<file path="config.mk">
export PLATFORM = sky130hd
export DESIGN_NAME = sterownik_kawiarki
export DESIGN_NICKNAME = d
export VERILOG_FILES = /design/src/rtl/kawiarka_pkg.sv /design/src/rtl/arbiter_rr.sv /design/src/rtl/sterownik_kawiarki.sv
export SDC_FILE = /design/constraint.sdc
export NUM_CORES = 1
export LEC_CHECK = 0
export BUFFER_PORTS_ARGS = -buffer_cell sky130_fd_sc_hd__buf_2
export CAP_MARGIN = 20
export CORE_ASPECT_RATIO = 0.7
export CORE_UTILIZATION = 52
export DETAILED_ROUTE_END_ITERATION = 6
export GPL_TIMING_DRIVEN = 0
export PLACE_DENSITY_LB_ADDON = 0.08
export SYNTH_ARGS = -nofsm -noshare
export SYNTH_HDL_FRONTEND = slang
export SYNTH_SLANG_ARGS = --single-unit
</file>
<file path="constraint.sdc">
create_clock -name clk -period 2 [get_ports clk]
set_input_delay 0.1 -clock clk [delete_from_list [all_inputs] [get_ports clk]]
set_output_delay 0.1 -clock clk [all_outputs]
set_load 0.03 [all_outputs]
</file>
<file path="src/rtl/kawiarka_pkg.sv">
// ----------------------------------------------------------------------------
// kawiarka_pkg
// Shared definitions for the coffee-machine brewing controller.
//   stage_t     : 3-bit stage code carried on the controller's `stage` port
//   ST_*        : stage codes used by the preparation FSM
//   stage_time  : maps a stage code to its hold time in clock cycles
// ----------------------------------------------------------------------------
package kawiarka_pkg;

    typedef logic [2:0] stage_t;

    localparam stage_t ST_IDLE = 3'b000;
    localparam stage_t ST_GW   = 3'b001;  // heating
    localparam stage_t ST_MK   = 3'b010;  // grinding
    localparam stage_t ST_SK   = 3'b100;  // dosing
    localparam stage_t ST_ZW   = 3'b110;  // pouring

    // Hold time of a stage; IDLE and unused codes have no timed duration.
    function automatic int unsigned stage_time(
        input stage_t      s,
        input int unsigned t_gw,
        input int unsigned t_mk,
        input int unsigned t_sk,
        input int unsigned t_zw
    );
        case (s)
            ST_GW:   stage_time = t_gw;
            ST_MK:   stage_time = t_mk;
            ST_SK:   stage_time = t_sk;
            ST_ZW:   stage_time = t_zw;
            default: stage_time = 0;
        endcase
    endfunction

endpackage

</file>
<file path="src/rtl/arbiter_rr.sv">
// ----------------------------------------------------------------------------
// arbiter_rr
// Round-robin arbiter for N_REQ requesters. The pick is combinational; the
// pointer (index of the last served requester) is registered and moves only
// on the `update` strobe, taking the index of the one-hot `grant` input.
// After reset the pointer sits at N_REQ-1, so index 0 has highest priority.
//   clk, rst : clock, synchronous active-high reset
//   req      : request vector
//   grant    : one-hot grant currently being served (source of new pointer)
//   update   : load pointer from `grant` on this edge
//   pick     : one-hot winner among `req`, all zero when no request
// ----------------------------------------------------------------------------
module arbiter_rr #(
    parameter int N_REQ = 4
) (
    input  logic             clk,
    input  logic             rst,
    input  logic [N_REQ-1:0] req,
    input  logic [N_REQ-1:0] grant,
    input  logic             update,
    output logic [N_REQ-1:0] pick
);

    localparam int PTR_W = $clog2(N_REQ);

    logic [PTR_W-1:0] ptr_q;
    logic [PTR_W-1:0] grant_idx;

    // Search starts one past the last served index and wraps around.
    always_comb begin
        logic             found;
        logic [PTR_W-1:0] idx;
        // NOTE: every combinational output gets a default first, so no path
        // leaves it unassigned and no latch is inferred.
        pick  = '0;
        found = 1'b0;
        idx   = '0;
        for (int i = 1; i <= N_REQ; i++) begin
            idx = PTR_W'((int'(ptr_q) + i) % N_REQ);
            if (!found && req[idx]) begin
                pick[idx] = 1'b1;
                found     = 1'b1;
            end
        end
    end

    always_comb begin
        grant_idx = '0;
        for (int i = 0; i < N_REQ; i++) begin
            if (grant[i]) grant_idx = PTR_W'(i);
        end
    end

    // NOTE: state registers use non-blocking assignments so every flop
    // samples the pre-edge values regardless of process ordering.
    always_ff @(posedge clk) begin
        if (rst) begin
            ptr_q <= PTR_W'(N_REQ - 1);
        end else if (update) begin
            ptr_q <= grant_idx;
        end
    end

endmodule

</file>
<file path="src/rtl/sterownik_kawiarki.sv">
// ----------------------------------------------------------------------------
// sterownik_kawiarki
// Brewing-cycle controller: round-robin arbitration of N_REQ order sources
// onto one brewing unit, then IDLE -> GW (heat) -> MK (grind) -> SK (dose)
// -> ZW (pour) -> IDLE, each stage held for its T_* cycles.
//   clk, rst          : clock, synchronous active-high reset
//   req               : level requests, held until `done` with own grant bit
//   gnt               : one-hot grant, zero while idle
//   stage             : current stage code (see kawiarka_pkg)
//   busy              : stage != IDLE
//   heat_en .. pour_en: actuator enables, high exactly in GW/MK/SK/ZW
//   done              : one-cycle pulse on the first IDLE cycle after ZW
// Optional build macro KAWIARKA_GORACA_WODA_EN: keeps water hot for T_HOT
// idle cycles after a brew; a grant inside that window skips heating.
// All outputs are registered.
// ----------------------------------------------------------------------------
module sterownik_kawiarki
    import kawiarka_pkg::*;
#(
    parameter int          N_REQ = 4,
    parameter int          CNT_W = 8,
    parameter int unsigned T_GW  = 8,
    parameter int unsigned T_MK  = 4,
    parameter int unsigned T_SK  = 2,
    parameter int unsigned T_ZW  = 6,
    parameter int unsigned T_HOT = 16
) (
    input  logic             clk,
    input  logic             rst,
    input  logic [N_REQ-1:0] req,
    output logic [N_REQ-1:0] gnt,
    output stage_t           stage,
    output logic             busy,
    output logic             heat_en,
    output logic             grind_en,
    output logic             dose_en,
    output logic             pour_en,
    output logic             done
);

    stage_t             stage_q, stage_d;
    logic [CNT_W-1:0]   timer_q, timer_d;
    logic [N_REQ-1:0]   gnt_q, gnt_d;
    logic [N_REQ-1:0]   pick;
    logic               done_d;
    logic               update;
    logic               busy_d, heat_d, grind_d, dose_d, pour_d;

`ifdef KAWIARKA_GORACA_WODA_EN
    localparam int HOT_W = $clog2(T_HOT + 1);
    logic [HOT_W-1:0]   hot_q, hot_d;
`endif

    arbiter_rr #(.N_REQ(N_REQ)) u_arbiter (
        .clk    (clk),
        .rst    (rst),
        .req    (req),
        .grant  (gnt_q),
        .update (update),
        .pick   (pick)
    );

    // State register: stage, timer, grant and the registered outputs.
    always_ff @(posedge clk) begin
        if (rst) begin
            stage_q  <= ST_IDLE;
            timer_q  <= '0;
            gnt_q    <= '0;
            done     <= 1'b0;
            busy     <= 1'b0;
            heat_en  <= 1'b0;
            grind_en <= 1'b0;
            dose_en  <= 1'b0;
            pour_en  <= 1'b0;
`ifdef KAWIARKA_GORACA_WODA_EN
            hot_q    <= '0;
`endif
        end else begin
            stage_q  <= stage_d;
            timer_q  <= timer_d;
            gnt_q    <= gnt_d;
            done     <= done_d;
            busy     <= busy_d;
            heat_en  <= heat_d;
            grind_en <= grind_d;
            dose_en  <= dose_d;
            pour_en  <= pour_d;
`ifdef KAWIARKA_GORACA_WODA_EN
            hot_q    <= hot_d;
`endif
        end
    end

    // Next-state logic. The timer holds "cycles left minus one", so a stage
    // loaded with T-1 lasts exactly T cycles.
    always_comb begin
        stage_d = stage_q;
        timer_d = timer_q;
        gnt_d   = gnt_q;
        done_d  = 1'b0;
        update  = 1'b0;
`ifdef KAWIARKA_GORACA_WODA_EN
        hot_d   = hot_q;
`endif
        case (stage_q)
            ST_IDLE: begin
`ifdef KAWIARKA_GORACA_WODA_EN
                if (hot_q != '0) hot_d = hot_q - 1'b1;
`endif
                if (req != '0) begin
                    gnt_d   = pick;
                    stage_d = ST_GW;
`ifdef KAWIARKA_GORACA_WODA_EN
                    if (hot_q != '0) begin
                        stage_d = ST_MK;
                        hot_d   = '0;
                    end
`endif
                    timer_d = CNT_W'(stage_time(stage_d, T_GW, T_MK, T_SK, T_ZW) - 1);
                end
            end
            ST_GW, ST_MK, ST_SK: begin
                if (timer_q == '0) begin
                    case (stage_q)
                        ST_GW:   stage_d = ST_MK;
                        ST_MK:   stage_d = ST_SK;
                        default: stage_d = ST_ZW;
                    endcase
                    timer_d = CNT_W'(stage_time(stage_d, T_GW, T_MK, T_SK, T_ZW) - 1);
                end else begin
                    timer_d = timer_q - 1'b1;
                end
            end
            ST_ZW: begin
                if (timer_q == '0) begin
                    stage_d = ST_IDLE;
                    timer_d = '0;
                    gnt_d   = '0;
                    done_d  = 1'b1;
                    update  = 1'b1;  // pointer takes the index being released
`ifdef KAWIARKA_GORACA_WODA_EN
                    hot_d   = HOT_W'(T_HOT);
`endif
                end else begin
                    timer_d = timer_q - 1'b1;
                end
            end
            default: begin
                // Unused codes recover to IDLE silently.
                stage_d = ST_IDLE;
                timer_d = '0;
                gnt_d   = '0;
            end
        endcase
    end

    // Output decode from the next stage, registered alongside it.
    always_comb begin
        busy_d  = (stage_d != ST_IDLE);
        heat_d  = (stage_d == ST_GW);
        grind_d = (stage_d == ST_MK);
        dose_d  = (stage_d == ST_SK);
        pour_d  = (stage_d == ST_ZW);
    end

    assign gnt   = gnt_q;
    assign stage = stage_q;

endmodule

</file>
==> run_results.csv <==
group,metric,value,unit
synth,synthCells,175,
clock_tree,clk_root_buffer_cell,"clkbuf_8",
synth,yosysUniqueCellTypes,47,
placed_design,port_buffers,18,
clock_tree,clk_path_buf_depth,2,
cells_and_area,area.sequential,474,µm²
sta,relSlewSlack,54.0,%
setup_path,critical_path_class,"flop to flop",
cells_and_area,layoutNonFillerInstCount,246,
pwr,p_leak,0.860,nW
synth,synth_most_common_cell,"dfxtp_1",
setup_path,timing.critical_path.to_type,"flop",
synth,synth_area_per_cell,8.91,µm²
setup_path,critical_path_peak_fanout,5,
pwr,max-vdd-ir-drop,825,µV
clock_tree,worst_setup_hold_path_clk_slew,0.08,ns
cells_and_area,area_used_by_multi_input_combinational_logic,1150,µm²
min_path,min_from,"rst",
clock_tree,post_cts_hold_buffer_count,0,
floorplan,design.die.area,3220,µm²
sta,timing.final.hold_violations,0,
synth,synth-seq-cells,23,
placed_design,placed_cells_incl_taps,229,
setup_path,r2r-start,"timer_q[0]$_SDFFE_PP0P_",
setup_path,critical_path.most_common_cell,"a31oi_4",
synth,synth.area.top_cells,"dfxtp_1 30%, ha_1 11%, a221oi_1 5.1%, nor3_1 4.8%, mux4_2 4.3%",
synth,ys_seq_area_share,29.5,%
drt,wire_per_inst,16.6,µm
global_route,antenna_violations_before_repair,0,
clock_tree,number_of_levels_the_h_tree_was_split_into,1,
cells_and_area,layout_filler_cell_count,207,
cells_and_area,layout.nets,231,
placed_design,gp_congestion,0.845,
sta,period_share,99.4,%
sta,drv_slew,0,
clock_tree,tritoncts,"done",
clock_tree,clock_latency_on_the_worst_skew_pair,0.26,ns
synth,post-synth-top-area-cell,"dfxtp_1",
cells_and_area,final_core_util,70.7,%
setup_path,max_stage_delay,0.55,ns
global_route,grt_pass1_wl,6140,µm
clock_tree,cts_made_buffers,3,
cells_and_area,layout-drive-gt1-share,36.7,%
setup_path,critPathBufInv,1,
drt,routed-via-count,1502,
run_status,result_of_the_run,"completed",
sta,setup_viol_count_final,0,
drt,wl,4080,µm
sta,final_critical_path_setup_slack,0.0122,ns
drt,drt.antenna.violating_nets,0,
setup_path,timing.critical_path.arrival,2.20,ns
synth,synth_area,1560,µm²
floorplan,floorplan.rows,16,
pwr,power.density_cell_area,1320,nW/µm²
floorplan,ios,19,
floorplan,initial_core_util,55.2,%
drt,first_pass_drt_iterations,4,
flow_run,max_cap_violations,0,
synth,edff_count_synth,0,
sta,rsz0062_at_grt,"yes",
min_path,min-delay-path-class,"primary input to flop",
placed_design,dp_slack,-0.260,ns
setup_path,crit_path_cell_trace,"inv_2, ha_4, nor4b_4, a31oi_4, or4b_4, a31oi_4, a221o_1",
setup_path,critical_path_required,2.21,ns
placed_design,post_dp_cell_area,1740,µm²
placed_design,dp.final_hpwl,2670,µm
sta,worst_pin_slew,0.684,ns
drt,drt-initial-drc-count,85,
setup_path,startpoint,"timer_q[0]$_SDFFE_PP0P_",
global_route,grt_max_degree,13,
sta,fin_crit,1.99,ns
setup_path,cpMaxStageDelayCell,"or4b_4",
synth,yosys-top-cells-count,"23 x dfxtp_1, 15 x inv_1, 15 x nor3_1",
global_route,globalRouteTotalUtil,26.0,%
floorplan,dieWidth,67.4,µm
synth,synth_top_area_share,29.5,%
cells_and_area,antennaDiodeCount,0,
global_route,aggregate_global_routing_overflow,0,
synth,syn_nets,195,
synth,postSynth.topFlopCell,"dfxtp_1",
synth,yosysWarningCount,0,
setup_path,timing.critical_path.max_delay_family,"simple AND/OR/NAND/NOR gates",
cells_and_area,design_area,1990,µm²
global_route,vias_in_the_first_global_route,1286,
cells_and_area,area_growth_syn_to_layout,27.9,%
setup_path,cp-start-kind,"flop",
clock_tree,tritoncts_num_sinks,23,
floorplan,dieHeight,47.8,µm
sta,clock_skew,0.00157,ns
sta,max_clock_freq,0.503,GHz
pwr,total_power,0.00264,W
drt,drc,0,
synth,postSynth.asyncResetShare,0,%
drt,vias_per_cell,6.11,
floorplan,core,2820,µm²
-- layout make-up --
| type | instances | share of cell area (%) |
|---|---|---|
| Timing Repair Buffer | 33 | 10.2 |
| Buffer | 3 | 0.941 |
| Clock buffer | 4 | 2.26 |
| Multi-Input combinational cell | 132 | 57.5 |
| Sequential cell | 23 | 23.8 |
| Tap cell | 36 | 2.26 |
| Inverter | 15 | 3.07 |
-- cells by family after synthesis --
| group | Yosys count | share of synthesized area (%) |
|---|---|---|
| DFF | 23 | 29.5 |
| adders and majority gates | 14 | 11.2 |
| xor gates and xnor gates | 1 | 0.562 |
| buffers and inverters | 20 | 5.38 |
| and+or+nand+nor | 69 | 26.2 |
| muxes | 3 | 4.33 |
| AOI/OAI and AO/OA | 45 | 22.7 |
-- worst paths after layout --
kind                             endpoint  slack (ns)  cells after the start
setup / recovery      gnt[1]$_SDFFE_PP0P_        0.01                      7
setup reg to reg      gnt[1]$_SDFFE_PP0P_        0.01                      7
hold / removal    timer_q[1]$_SDFFE_PP0P_        0.11                      2
hold reg to reg       gnt[0]$_SDFFE_PP0P_        0.49                      1
-- power breakdown --
part	leakage, nW	switching, W	internal (W)
registers	0.189	0.000140	0.000579
clock network	0.0228	0.000149	0.000142
logic	0.648	0.000929	0.000698
total	0.860	0.00122	0.00142
-- sequential cells by signal, summed over array words and instances, names as in the netlist --
signal	count
busy	1
done	1
dose_en	1
gnt	4
grind_en	1
heat_en	1
pour_en	1
stage	3
timer_q	8
u_arbiter.ptr_q	2
-- worst register-to-register path: cells and delay by family, from the launching register on --
| kind | cells | cell delay (ns) |
|---|---|---|
| AOI/OAI and AO/OA | 3 | 0.54 |
| buffers and inverters | 1 | 0.07 |
| DFF | 1 | 0.34 |
| adders and majority gates | 1 | 0.14 |
| and+or+nand+nor | 2 | 0.85 |
-- layout by cell type (no fill, tap or decap), types with 5 or more instances in the layout --
master    synthesis  routed
dfxtp_2           0       5
nor2b_1           6       5
dfxtp_1          23      16
buf_2             1      18
ha_1             14      11
buf_4             0      15
a221oi_1          9       5
o21ai_0           7       6
nor2_1           11      10
a21oi_1           5       5
nand2_1           9       6
nor3_1           15      12
inv_1            15      11
-- layer usage --
layer	up-vias	global-route usage [%]	wire length, µm
li1	731	-	-
met3	10	6.19	212
met4	0	5.96	70
met2	56	41.0	1820
met5	-	0	0
met1	705	36.2	1970
-- what timing repair did --
action	CTS	global route
buffers inserted	12	3
gates resized for setup	17	13
pin swaps	5	10
setup endpoints to repair	15	15
-- through the flow --
stage | setup TNS (ns) | hold slack, ns
after CTS | -0.000300 | 0.102
after global placement | -1.56 | 0.377
after floorplan | 0 | 0.179
after detailed placement | -2.11 | 0.396
final | 0 | 0.115
after global routing | -0.439 | 0.111
Note: power is estimated with default switching activity, not from simulation.
